## config.mk

```make
export PLATFORM = sky130hd
export DESIGN_NAME = silife_population
export DESIGN_NICKNAME = d
export VERILOG_FILES = /design/src/rtl/silife_population.sv
export SDC_FILE = /design/constraint.sdc
export NUM_CORES = 1
export LEC_CHECK = 0
export ABC_AREA = 1
export ABC_CLOCK_PERIOD_IN_PS = 6250
export CORE_UTILIZATION = 35
export DETAILED_ROUTE_END_ITERATION = 12
export HOLD_SLACK_MARGIN = 0.05
export PLACE_DENSITY = 0.6
export SLEW_MARGIN = 20
export SYNTH_ARGS = -nofsm -noshare
export SYNTH_HDL_FRONTEND = slang
export SYNTH_SLANG_ARGS = --single-unit
export TNS_END_PERCENT = 5
```

## constraint.sdc

```tcl
create_clock -name clk -period 6.25 [get_ports clk]
set_input_delay 0.9375 -clock clk [delete_from_list [all_inputs] [get_ports clk]]
set_output_delay 0.9375 -clock clk [all_outputs]
set_load 0.1 [all_outputs]
```

## src/rtl/silife_population.sv

```systemverilog
// Post-generation statistics scanner: walks every grid row once per generation and
// reports population, generation count, extinction and stable-state flags.
module silife_population #(
   parameter int unsigned WIDTH  = 32,
   parameter int unsigned HEIGHT = 32,
   localparam int unsigned RW = (HEIGHT > 1) ? $clog2(HEIGHT) : 1,
   localparam int unsigned PW = $clog2(WIDTH * HEIGHT + 1)
) (
   input  logic             clk,
   input  logic             reset_n,
   input  logic             i_generation,
   input  logic             i_clear,
   output logic [RW-1:0]    o_row_select,
   input  logic [WIDTH-1:0] i_cells,
   output logic             o_busy,
   output logic             o_valid,
   output logic [PW-1:0]    o_population,
   output logic [31:0]      o_generation,
   output logic             o_extinct,
   output logic             o_stable
);

   localparam logic [1:0] IDLE = 2'd0;
   localparam logic [1:0] SCAN = 2'd1;
   localparam logic [1:0] DONE = 2'd2;

   logic [1:0]       state_q, state_d;
   logic [RW-1:0]    row_q, row_d;
   logic [PW-1:0]    acc_q, acc_d;
   logic [WIDTH-1:0] sum_q, sum_d;
   logic             pending_q, pending_d;
   logic             have_prev_q, have_prev_d;
   logic [PW-1:0]    prev_pop_q, prev_pop_d;
   logic [WIDTH-1:0] prev_sum_q, prev_sum_d;
   logic [31:0]      gen_q, gen_d;
   logic [PW-1:0]    pop_q, pop_d;
   logic             ext_q, ext_d;
   logic             stable_q, stable_d;
   logic             valid_q, valid_d;
   logic             busy_q, busy_d;

   logic [PW-1:0]    row_pop;
   logic [PW-1:0]    acc_nxt;
   logic [WIDTH-1:0] sum_nxt;

   // Next-state, accumulation and result latching
   always_comb begin
      state_d     = state_q;
      row_d       = row_q;
      acc_d       = acc_q;
      sum_d       = sum_q;
      pending_d   = pending_q;
      have_prev_d = have_prev_q;
      prev_pop_d  = prev_pop_q;
      prev_sum_d  = prev_sum_q;
      gen_d       = gen_q;
      pop_d       = pop_q;
      ext_d       = ext_q;
      stable_d    = stable_q;
      valid_d     = 1'b0;
      busy_d      = busy_q;

      row_pop = '0;
      for (int unsigned i = 0; i < WIDTH; i++) begin
         row_pop = row_pop + PW'(i_cells[i]);
      end
      acc_nxt = acc_q + row_pop;
      sum_nxt = {sum_q[WIDTH-2:0], sum_q[WIDTH-1]} ^ i_cells;

      if (i_clear) begin
         state_d     = IDLE;
         row_d       = '0;
         busy_d      = 1'b0;
         gen_d       = '0;
         pop_d       = '0;
         ext_d       = 1'b0;
         stable_d    = 1'b0;
         have_prev_d = 1'b0;
         pending_d   = 1'b0;
      end else begin
         if (i_generation) begin
            gen_d = gen_q + 32'd1;
         end
         case (state_q)
            IDLE: begin
               if (i_generation) begin
                  state_d   = SCAN;
                  row_d     = '0;
                  acc_d     = '0;
                  sum_d     = '0;
                  pending_d = 1'b0;
                  busy_d    = 1'b1;
               end
            end
            SCAN: begin
               acc_d = acc_nxt;
               sum_d = sum_nxt;
               if (i_generation) begin
                  pending_d = 1'b1;
               end
               // Results are latched as the last row is sampled so they are visible in DONE
               if (row_q == RW'(HEIGHT - 1)) begin
                  state_d     = DONE;
                  row_d       = '0;
                  busy_d      = pending_q | i_generation;
                  pop_d       = acc_nxt;
                  ext_d       = (acc_nxt == '0);
                  stable_d    = have_prev_q && (acc_nxt == prev_pop_q) && (sum_nxt == prev_sum_q);
                  prev_pop_d  = acc_nxt;
                  prev_sum_d  = sum_nxt;
                  have_prev_d = 1'b1;
                  valid_d     = 1'b1;
               end else begin
                  row_d = row_q + RW'(1);
               end
            end
            DONE: begin
               if (pending_q || i_generation) begin
                  state_d   = SCAN;
                  row_d     = '0;
                  acc_d     = '0;
                  sum_d     = '0;
                  pending_d = 1'b0;
                  busy_d    = 1'b1;
               end else begin
                  state_d = IDLE;
                  busy_d  = 1'b0;
               end
            end
            default: begin
               state_d = IDLE;
               busy_d  = 1'b0;
            end
         endcase
      end
   end

   always_ff @(posedge clk or negedge reset_n) begin
      if (!reset_n) begin
         state_q     <= IDLE;
         row_q       <= '0;
         acc_q       <= '0;
         sum_q       <= '0;
         pending_q   <= 1'b0;
         have_prev_q <= 1'b0;
         prev_pop_q  <= '0;
         prev_sum_q  <= '0;
         gen_q       <= '0;
         pop_q       <= '0;
         ext_q       <= 1'b0;
         stable_q    <= 1'b0;
         valid_q     <= 1'b0;
         busy_q      <= 1'b0;
      end else begin
         state_q     <= state_d;
         row_q       <= row_d;
         acc_q       <= acc_d;
         sum_q       <= sum_d;
         pending_q   <= pending_d;
         have_prev_q <= have_prev_d;
         prev_pop_q  <= prev_pop_d;
         prev_sum_q  <= prev_sum_d;
         gen_q       <= gen_d;
         pop_q       <= pop_d;
         ext_q       <= ext_d;
         stable_q    <= stable_d;
         valid_q     <= valid_d;
         busy_q      <= busy_d;
      end
   end

   assign o_row_select = row_q;
   assign o_busy       = busy_q;
   assign o_valid      = valid_q;
   assign o_population = pop_q;
   assign o_generation = gen_q;
   assign o_extinct    = ext_q;
   assign o_stable     = stable_q;

endmodule

```

==> flow_summary_export.csv, run 1 <==
group,metric,value,unit
status,status,"completed",
yosys,synth_cells,1100,
cts,cts_buffer_depth,2,
sta,skew,0.01172,ns
die,die_w,158.3,µm
placed_design,placed_cell_area,9920,µm²
sta,holdWs,0.4819,ns
cts,clockRootBuffer,"clkbuf_16",
sta,setup_viol,0,
worst_setup_path,crit_path_start_kind,"input pin",
cts,cts_sinks,142,
worst_setup_path,cpPeakStageDelay,0.63,ns
worst_setup_path,crit_family,"adder cells",
finish,nNetsFinal,1295,
grt,use_met3,4.056,%
grt,grt_pass1_vias,6756,
power_and_ir_drop,pwr_density_cell,472.4,nW/µm²
yosys,ys_top_cells_by_area,"dfrtp_1 42%, nand2_1 15%, inv_1 8.3%, fa_1 6.1%, o21ai_0 4.2%",
sta,drv_slew,0,
placed_design,io_buffers,87,
worst_setup_path,crit_path_end_kind,"flip-flop",
sta,rsz0062_at_grt,"no",
yosys,ys.warnings.count,0,
finish,antenna_cells,0,
worst_setup_path,crit_slowest_cell,"fa_2",
grt,grt-ovfl-total,0,
cts,cts_buffers,17,
sta,post-route-min-period,5.960,ns
power_and_ir_drop,peakVddDrop,0.4229,mV
yosys,synth.yosys.seq_area_share,41.58,%
cts,htreeDepth,4,
worst_setup_path,crit_buf_inv,5,
grt,busiest_layer,"met2",
die,die-area,25050,µm²
routing,drcViolationCount,0,
grt,use_met2,26.94,%
sta,fin_setup_tns,0,ns
die,boundaryPins,88,
worst_setup_path,crit_type,"in -> reg",
sta,period_share,95.36,%
cts,cts_tree,"yes",
cts,clock_latency,0.42,ns
routing,dr.pass1.iters,5,
routing,wirelength,21150,µm
routing,ant_nets,0,
finish,drive_above_1_share,8.600,%
placed_design,dp_hpwl,15030,µm
sta,worst_pin_slew,1.030,ns
sta,fmax,167.8,MHz
die,start_util,36.09,%
finish,register_area,3553,µm²
worst_setup_path,crit_path_frequent_cell,"fa_1",
min_path,min-delay-path-class,"reg -> reg",
finish,area_growth,23.22,%
finish,fillers,2383,
placed_design,globalplace.congestion,0.8225,
yosys,synth-seq-cells,142,
die,core,23680,µm²
routing,routed_via_density,4.686,
worst_setup_path,crit_required,6.61,ns
power_and_ir_drop,power,0.004975,W
yosys,syn_area,8547,µm²
sta,hold_viol,0,
yosys,synth_top_area_cell,"dfrtp_1",
die,num_rows,56,
power_and_ir_drop,total_leakage_power,5.274,nW
grt,met1_usage,24.87,%
routing,wl_per_cell,13.74,µm
finish,mostFrequentLayoutCell,"nand2_1",
finish,multi_input_area,4198,µm²
flow_run,drv_cap,0,
sta,relSlewSlack,31.09,%
finish,final_cell_mix,"330 x nand2_1, 184 x inv_1, 142 x dfrtp_1, 82 x clkdlybuf4s50_1, 71 x o21ai_0",
grt,grt_pass1_wl,34040,µm
yosys,yosys.cell_types.count,39,
worst_setup_path,crit_chain,"clkdlybuf4s50_1, fa_1, inv_1, fa_1, inv_1, fa_1, inv_1, fa_1, fa_1, fa_2, fa_2, inv_2, fa_2, nand2_2, nand3_2, nand3b_1, nand2_1, nand2_1, nand2_1, nor2_1, nand3_1, nor2_1, nand4_1, nand2_1",
yosys,synth_nets,1186,
worst_setup_path,cp_max_fo,3,
finish,design_area,10530,µm²
routing,via_count,7217,
grt,grt_max_degree,86,
grt,grt_usage,17.54,%
yosys,yosys.area.top_type_share,41.58,%
routing,drt_iter0_drc,441,
yosys,syn_area_per_cell,7.770,µm²
die,die_h,158.3,µm
cts,clk_pin_slew,0.06,ns
worst_setup_path,crit_arrival,6.32,ns
grt,antenna_found_initial,0,
## sequential cells by signal, indices dropped and copies added, names as in the netlist
signal	flops
acc_q	11
o_generation	32
o_stable	1
prev_sum_q	32
o_row_select	5
sum_q	32
prev_pop_q	11
pending_q	1
o_busy	1
o_extinct	1
state_q	2
o_valid	1
have_prev_q	1
o_population	11
## Yosys cell counts (all sizes together)
cell type and n:
or2 7, inv 193, o21a 3, ha 24
o22ai 40, nor3 18, nand3 59, nand3b 19
a21oi 30, nor3b 2, nor2 57, nand2 335
xnor3 2, xnor2 9, nand4 19, o21ai 74
buf 11, clkinv 2, a21boi 1, o211a 1
xor2 7, nor4 5, dfrtp 142, fa 26
clkbuf 14
## kinds of logic after synthesis
logic type,after synthesis,synth area share [%]
AND/OR/NAND/NOR,521,27.23
XOR/XNOR,18,2.167
buffers and inverters,220,9.852
adder cells (fa/ha/maj),50,9.603
flip-flops,142,41.58
AO/OA/AOI/OAI,149,9.574
## worst register-to-register path, stage by stage, from the launching register on
cell      delay [ns]
dfrtp_1         0.32
inv_1           0.08
fa_1            0.57
fa_1            0.44
fa_1            0.54
fa_1            0.45
fa_2            0.64
fa_2            0.22
inv_2           0.05
fa_2            0.41
nand2_2         0.10
nand3_2         0.09
nand3b_1        0.15
nand2_1         0.10
nand2_1         0.09
nand2_1         0.06
nor2_1          0.13
nand3_1         0.08
nor2_1          0.09
nand4_1         0.08
nand2_1         0.08
## where the power goes
part	leakage (nW)	internal, W	switching, W
clock	0.270	0.000559	0.000414
sequential	1.87	0.00107	0.0000938
combinational	3.13	0.00128	0.00155
## layout make-up
type                    count  share of cell area, %
multi-input cells         738                  39.86
flip-flops and latches    142                  33.74
repair buffers            115                  10.37
inverters                 195                  6.962
clock buffers              19                  4.206
well taps                 319                  3.790
clock inverters            12                  1.069
## final timing paths
| path | start | end | slack, ns | cells past startpoint |
|---|---|---|---|---|
| max in group asynchronous | reset_n | o_row_select[3] | 4.38 | 2 |
| hold reg to reg | o_population[8] | o_population[8] | 0.48 | 2 |
| setup / recovery | i_cells[19] | o_stable | 0.29 | 24 |
| setup reg to reg | acc_q[0] | o_stable | 1.46 | 20 |
| min in group asynchronous | reset_n | sum_q[21] | 0.56 | 1 |
| hold / removal | o_population[8] | o_population[8] | 0.48 | 2 |
## stage by stage
| step | cells | utilization [%] | worst slack, ns |
|---|---|---|---|
| 4_1_cts | 1539 | 44.23 | 0.2486 |
| 5_1_grt | 1540 | 44.47 | 0.01178 |
| 3_5_place_dp | 1508 | 41.89 | -0.1666 |
| 3_3_place_gp | 1508 | 41.89 | -0.1623 |
| 2_1_floorplan | 1100 | - | 0.5636 |
| 6_report | 1540 | 44.47 | 0.2902 |
## metal layers
metal / vias to the layer above / part of all wire (%)
met3: 10 / 4.9
met5: - / 0
met1: 3363 / 50
li1: 3709 / -
met4: 0 / 0.63
met2: 135 / 45
## what timing repair did
item / in CTS / in global routing
hold buffers: 0 / 0
gates resized for setup: 0 / 19
buffers inserted: 0 / 1
setup endpoints to repair: 0 / 1
Note: power is estimated with default switching activity, not from simulation.
==> run 2, diff against run 1 <==
--- a/config.mk
+++ b/config.mk
@@ -7,10 +7,12 @@
 export LEC_CHECK = 0
 export ABC_AREA = 1
 export ABC_CLOCK_PERIOD_IN_PS = 6250
-export CORE_UTILIZATION = 35
+export CELL_PAD_IN_SITES_DETAIL_PLACEMENT = 1
+export CELL_PAD_IN_SITES_GLOBAL_PLACEMENT = 1
+export CORE_UTILIZATION = 43
 export DETAILED_ROUTE_END_ITERATION = 12
 export HOLD_SLACK_MARGIN = 0.05
-export PLACE_DENSITY = 0.6
+export PLACE_DENSITY = 0.87
 export SLEW_MARGIN = 20
 export SYNTH_ARGS = -nofsm -noshare
 export SYNTH_HDL_FRONTEND = slang
==> run 2 against run 1 <==
Maximum frequency shrank 3.0%; combinational power shrank 3%; first-iteration DRC count shrank 17%; final cell count shrank 3.6%; clock power grew 14%; worst setup slack lost 0.19 ns; register-to-register slack lost 0.06 ns; largest cell class unchanged; total power grew 1.4%; worst hold slack gained 0.0054 ns; flip-flop and latch count is the same; utilization grew 9.6 points; die area shrank 18%.
==> flow_summary_export.csv, run 2 (synthesis gave the netlist of run 1 again) <==
group,metric,value,unit
status,status,"completed",
grt,use_met2,46.83,%
sta,drv_slew,0,
routing,dr.pass1.iters,5,
power_and_ir_drop,netSwitchingPower,0.002135,W
finish,drive_above_1_share,8.203,%
routing,drt_iter0_drc,368,
worst_setup_path,crit_arrival,6.51,ns
worst_setup_path,crit_type,"in -> reg",
placed_design,globalplace.congestion,0.8405,
power_and_ir_drop,sw_frac_of_total,42.34,%
power_and_ir_drop,power,0.005042,W
routing,wirelength,25370,µm
finish,fillers,2406,
grt,grt_usage,26.30,%
grt,busiest_layer,"met2",
die,die-area,20440,µm²
cts,htreeDepth,4,
cts,hold_buffers,0,
grt,use_met3,4.762,%
min_path,hp-start,"o_population[5]",
grt,antenna_found_initial,0,
die,die_w,143.0,µm
flow_run,drv_cap,0,
finish,nNetsFinal,1294,
power_and_ir_drop,intPower,0.002908,W
finish,mostFrequentLayoutCell,"nand2_1",
routing,routed_via_density,5.214,
power_and_ir_drop,power_frac_seq,23.3,%
grt,grt_pass1_vias,8237,
die,core,19460,µm²
die,num_rows,51,
placed_design,pre_cts_ws,-0.2831,ns
grt,grt_pass1_wl,41280,µm
placed_design,io_buffers,87,
routing,ant_nets,0,
finish,antenna_cells,0,
sta,relSlewSlack,32.02,%
worst_setup_path,crit_path_end_kind,"flip-flop",
die,die_h,143.0,µm
sta,fmax,162.7,MHz
routing,wl_per_cell,17.09,µm
power_and_ir_drop,pwr_density_cell,479.5,nW/µm²
power_and_ir_drop,total_leakage_power,5.292,nW
cts,cts_buffers,17,
cts,cts_tree,"yes",
routing,via_count,7738,
finish,final_cell_mix,"331 x nand2_1, 186 x inv_1, 142 x dfrtp_1, 84 x clkdlybuf4s50_1, 71 x o21ai_0",
min_path,worst_hold_path.num_cells,2,
die,boundaryPins,88,
sta,holdWs,0.4872,ns
grt,met1_usage,32.06,%
sta,worst_pin_slew,1.017,ns
sta,finalWorstSetupSlack,0.1051,ns
sta,hold_viol,0,
cts,cts_sinks,142,
cts,clock_latency,0.43,ns
worst_setup_path,cp_max_fo,3,
worst_setup_path,reg2reg_slack,1.40,ns
power_and_ir_drop,p_comb_share,54.7,%
worst_setup_path,r2r_cells,20,
worst_setup_path,crit_required,6.61,ns
worst_setup_path,reg2reg_to,"o_stable",
grt,grt_max_degree,83,
sta,period_share,98.32,%
min_path,min-delay-path-class,"reg -> reg",
cts,cts_buffer_depth,2,
routing,drcViolationCount,0,
die,start_util,43.92,%
worst_setup_path,r2r-start,"acc_q[0]",
power_and_ir_drop,power.share.clock,21.9,%
grt,grt-ovfl-total,0,
sta,setup_viol,0,
worst_setup_path,crit_path_start_kind,"input pin",
cts,clk_pin_slew,0.06,ns
cts,clockRootBuffer,"clkbuf_16",
sta,post-route-min-period,6.145,ns
sta,skew,0.008360,ns
power_and_ir_drop,peakVddDrop,0.4864,mV
placed_design,dp_hpwl,17810,µm
finish,area_growth,23.04,%
min_path,min_to,"o_population[5]",
[run 2: cell count changes in the layout (fill, tap and decap cells not counted), sizes merged]
cell           before  now
clkinvlp            2    0
clkbuf             19   20
bufinv              1    4
clkdlybuf4s50      82   84
dlymetal6s2s        4    2
buf                29   28
inv               195  193
clkinv              9    8
[run 2: repair_timing]
action / CTS / global route
endpoints found under the setup margin: 0 / 3
resized for setup: 0 / 12
hold endpoints to repair: 0 / 0
buffers inserted: 0 / 0
[run 2: stage by stage]
stage / util [%] / std cells / cell area, µm² / setup TNS [ns]
CTS: 53.85 / 1484 / 10480 / 0
finish: 54.03 / 1484 / 10520 / 0
detailed placement: 50.62 / 1454 / 9852 / -1.663
floorplan: - / 1100 / 8547 / 0
global route: 54.03 / 1484 / 10520 / -0.1167
global placement: 50.62 / 1454 / 9852 / -0.2426
[run 2: how the worst max path moves through the flow]
stage                     to  cells past startpoint         from
floorplan           o_stable                     21  i_cells[17]
global placement    o_stable                     22  i_cells[23]
detailed placement  o_stable                     22  i_cells[17]
CTS                 o_stable                     22  i_cells[17]
global route        o_stable                     24  i_cells[25]
finish              o_stable                     24  i_cells[25]
[run 2: worst max-delay path: stages]
cell and delay, ns:
clkdlybuf4s50_1 0.48, inv_1 0.07, fa_1 0.52, fa_1 0.51, inv_1 0.05, fa_1 0.47
inv_1 0.07, fa_1 0.55, fa_2 0.49, fa_1 0.56, fa_2 0.20, inv_2 0.04
fa_2 0.33, nand2_1 0.09, nand3_1 0.11, nand3b_1 0.18, nand2_1 0.12, nand2_1 0.12
nand2_1 0.06, nor2_1 0.16, nand3_1 0.10, nor2_1 0.09, nand4_1 0.10, nand2_1 0.08
[run 2: routing by layer]
| metal | wire, µm | vias up |
|---|---|---|
| met4 | 556 | 0 |
| met2 | 12940 | 146 |
| met3 | 965 | 41 |
| met5 | 0 | - |
| li1 | - | 3694 |
| met1 | 10900 | 3857 |
[run 2: layout make-up]
class / count / area (µm²) / area share, %
multi-input cells: 738 / 4190 / 39.85
well taps: 265 / 331.6 / 3.153
inverters: 195 / 733.2 / 6.972
clock buffers: 20 / 466.7 / 4.438
clock inverters: 10 / 161.4 / 1.535
flip-flops and latches: 142 / 3553 / 33.79
repair buffers: 114 / 1080 / 10.27
[run 2: power groups by stage]
| stage | registers, W | clock network [W] | logic [W] |
|---|---|---|---|
| final | 0.00118 | 0.00111 | 0.00276 |
| after global routing | 0.00119 | 0.00115 | 0.00307 |
| after CTS | 0.00118 | 0.00112 | 0.00267 |
| after detailed placement | 0.00119 | 0 | 0.00263 |
| after global placement | 0.00117 | 0 | 0.00249 |
| after floorplan | 0.00121 | 0 | 0.00161 |
==> run 3, diff against run 2 <==
--- a/config.mk
+++ b/config.mk
@@ -12,8 +12,8 @@
 export CORE_UTILIZATION = 43
 export DETAILED_ROUTE_END_ITERATION = 12
 export HOLD_SLACK_MARGIN = 0.05
-export PLACE_DENSITY = 0.87
-export SLEW_MARGIN = 20
+export PLACE_DENSITY_LB_ADDON = 0.3
+export SLEW_MARGIN = 5
 export SYNTH_ARGS = -nofsm -noshare
 export SYNTH_HDL_FRONTEND = slang
 export SYNTH_SLANG_ARGS = --single-unit
==> run 3 against run 2 <==
Utilization grew 0.21 points; worst setup slack gained 0.098 ns; combinational power grew 3%; clock power grew 4%; via count shrank 1.8%; global-route usage is essentially flat; final cell count is the same; flip-flop and latch count is the same; critical path depth is the same; critical endpoint is now o_extinct; largest power group unchanged.
==> flow_summary_export.csv, run 3 (synthesis gave the netlist of run 1 again) <==
group,metric,value,unit
sta,relSlewSlack,24.39,%
worst_setup_path,crit_arrival,6.42,ns
cts,htreeDepth,4,
sta,finalWorstSetupSlack,0.2035,ns
routing,wl_per_cell,16.91,µm
routing,routed_via_density,5.118,
die,start_util,43.92,%
routing,wl_met1,11150,µm
min_path,min-delay-path-class,"reg -> reg",
worst_setup_path,crit_required,6.62,ns
worst_setup_path,crit_family,"adder cells",
sta,fmax,165.4,MHz
routing,drt_iter0_drc,404,
sta,worst_pin_slew,1.134,ns
routing,dr.pass1.iters,4,
finish,final_cell_mix,"330 x nand2_1, 186 x inv_1, 142 x dfrtp_1, 85 x clkdlybuf4s50_1, 71 x o21ai_0",
worst_setup_path,cp_max_fo,4,
worst_setup_path,crit_path_end_kind,"flip-flop",
die,die-area,20440,µm²
cts,cts_sinks,142,
cts,clock_latency,0.44,ns
routing,drcViolationCount,0,
finish,mostFrequentLayoutCell,"nand2_1",
routing,routed.top_layer,"met4",
cts,cts_buffer_depth,2,
grt,grt_pass1_vias,8077,
routing,ant_nets,0,
worst_setup_path,cpPeakStageDelay,0.55,ns
finish,utilization,54.24,%
finish,area_growth,23.51,%
finish,antenna_cells,0,
worst_setup_path,crit_path_start_kind,"input pin",
sta,post-route-min-period,6.046,ns
status,status,"completed",
grt,grt_pass1_wl,41190,µm
placed_design,pre_cts_ws,-0.2848,ns
power_and_ir_drop,pwr_density_cell,488.9,nW/µm²
die,core,19460,µm²
placed_design,globalplace.congestion,0.8148,
sta,drv_slew,0,
worst_setup_path,crit_type,"in -> reg",
cts,cts_buffers,17,
sta,hold_viol,0,
power_and_ir_drop,total_leakage_power,5.286,nW
routing,wirelength,25100,µm
grt,grt-ovfl-total,0,
worst_setup_path,crit_buf_inv,5,
cts,post-cts-setup-buffer-count,0,
cts,clk_pin_slew,0.06,ns
worst_setup_path,crit_path_frequent_cell,"fa_1",
worst_setup_path,crit_chain,"clkdlybuf4s50_1, inv_1, fa_1, fa_1, inv_1, fa_1, inv_1, fa_1, fa_1, fa_1, fa_2, inv_2, fa_2, nand2_2, nand3_2, nand3_1, nand2_1, nand2_1, nand2_2, nand2_1, nand2_2, nor3_1, nand3_1, nand2_1",
die,die_h,143.0,µm
finish,nNetsFinal,1293,
routing,dr_wl_met3,714,µm
cts,cts_tree,"yes",
routing,via_count,7595,
finish,drive_above_1_share,8.532,%
die,num_rows,51,
placed_design,dp_hpwl,17310,µm
flow_run,drv_cap,0,
worst_setup_path,crit_slowest_cell,"fa_1",
power_and_ir_drop,peakVddDrop,0.5008,mV
sta,fin_setup_tns,0,ns
grt,grt_usage,26.30,%
sta,holdWs,0.4846,ns
placed_design,io_buffers,87,
grt,grt_max_degree,90,
sta,skew,0.009281,ns
die,boundaryPins,88,
die,die_w,143.0,µm
sta,setup_viol,0,
routing,route.met2.wl,12710,µm
power_and_ir_drop,power,0.005161,W
sta,period_share,96.74,%
cts,clockRootBuffer,"clkbuf_16",
grt,antenna_found_initial,0,
run 3: cell count changes in the layout (fill, tap and decap cells not counted), moves of 2 or more:
cell        change
clkinv_2        -2
clkinvlp_4      +2
nand3_2         +2
nor2_2          +2
nand3_1         -2
nor2_1          -3
run 3: final cells by class:
class,count,area (µm²)
fillers,2384,8906
multi-input cells,738,4205
flip-flops and latches,142,3553
repair buffers,113,1070
inverters,195,732.0
clock buffers,21,480.5
well taps,265,331.6
clock inverters,10,183.9
run 3: repair_timing:
| item | 4_1_cts | 5_1_grt |
|---|---|---|
| setup endpoints to repair | 0 | 8 |
| gates resized for setup | 0 | 16 |
| endpoints found under the hold margin | 0 | 0 |
| hold buffers | 0 | 0 |
run 3: path summary, 6_finish.rpt:
path | from | endpoint | slack, ns | depth (start not counted)
worst max-delay path | i_cells[23] | o_extinct | 0.20 | 24
worst min-delay path | o_population[9] | o_population[9] | 0.48 | 2
worst max register to register | acc_q[0] | o_extinct | 1.48 | 20
worst min register to register | o_population[9] | o_population[9] | 0.48 | 2
max in group asynchronous | reset_n | o_row_select[0] | 4.45 | 2
min in group asynchronous | reset_n | prev_sum_q[23] | 0.55 | 1
run 3: worst register-to-register path: stages, from the launching register on:
cell and delay (ns):
dfrtp_1 0.32, inv_1 0.06, fa_1 0.57, fa_1 0.45
fa_1 0.53, fa_1 0.46, fa_1 0.55, fa_2 0.21
inv_2 0.05, fa_2 0.39, nand2_2 0.10, nand3_2 0.08
nand3_1 0.08, nand2_1 0.08, nand2_1 0.11, nand2_2 0.09
nand2_1 0.12, nand2_2 0.10, nor3_1 0.14, nand3_1 0.12
nand2_1 0.09
run 3: power by group:
part	internal, W	total [W]	leakage (nW)	switching (W)
clock	0.000748	0.00115	0.321	0.000406
sequential	0.00107	0.00117	1.87	0.000102
combinational	0.00118	0.00284	3.09	0.00166
run 3: metal layers:
layer,global-route usage [%],vias to the layer above
met4,8.942,0
met5,0,-
met2,46.65,104
li1,-,3700
met1,32.30,3753
met3,4.192,38
run 3: metrics by stage:
stage / std cells / cell area [µm²]
6_report: 1484 / 10560
3_3_place_gp: 1453 / 9844
5_1_grt: 1484 / 10560
3_5_place_dp: 1453 / 9844
4_1_cts: 1484 / 10510
2_1_floorplan: 1100 / 8547
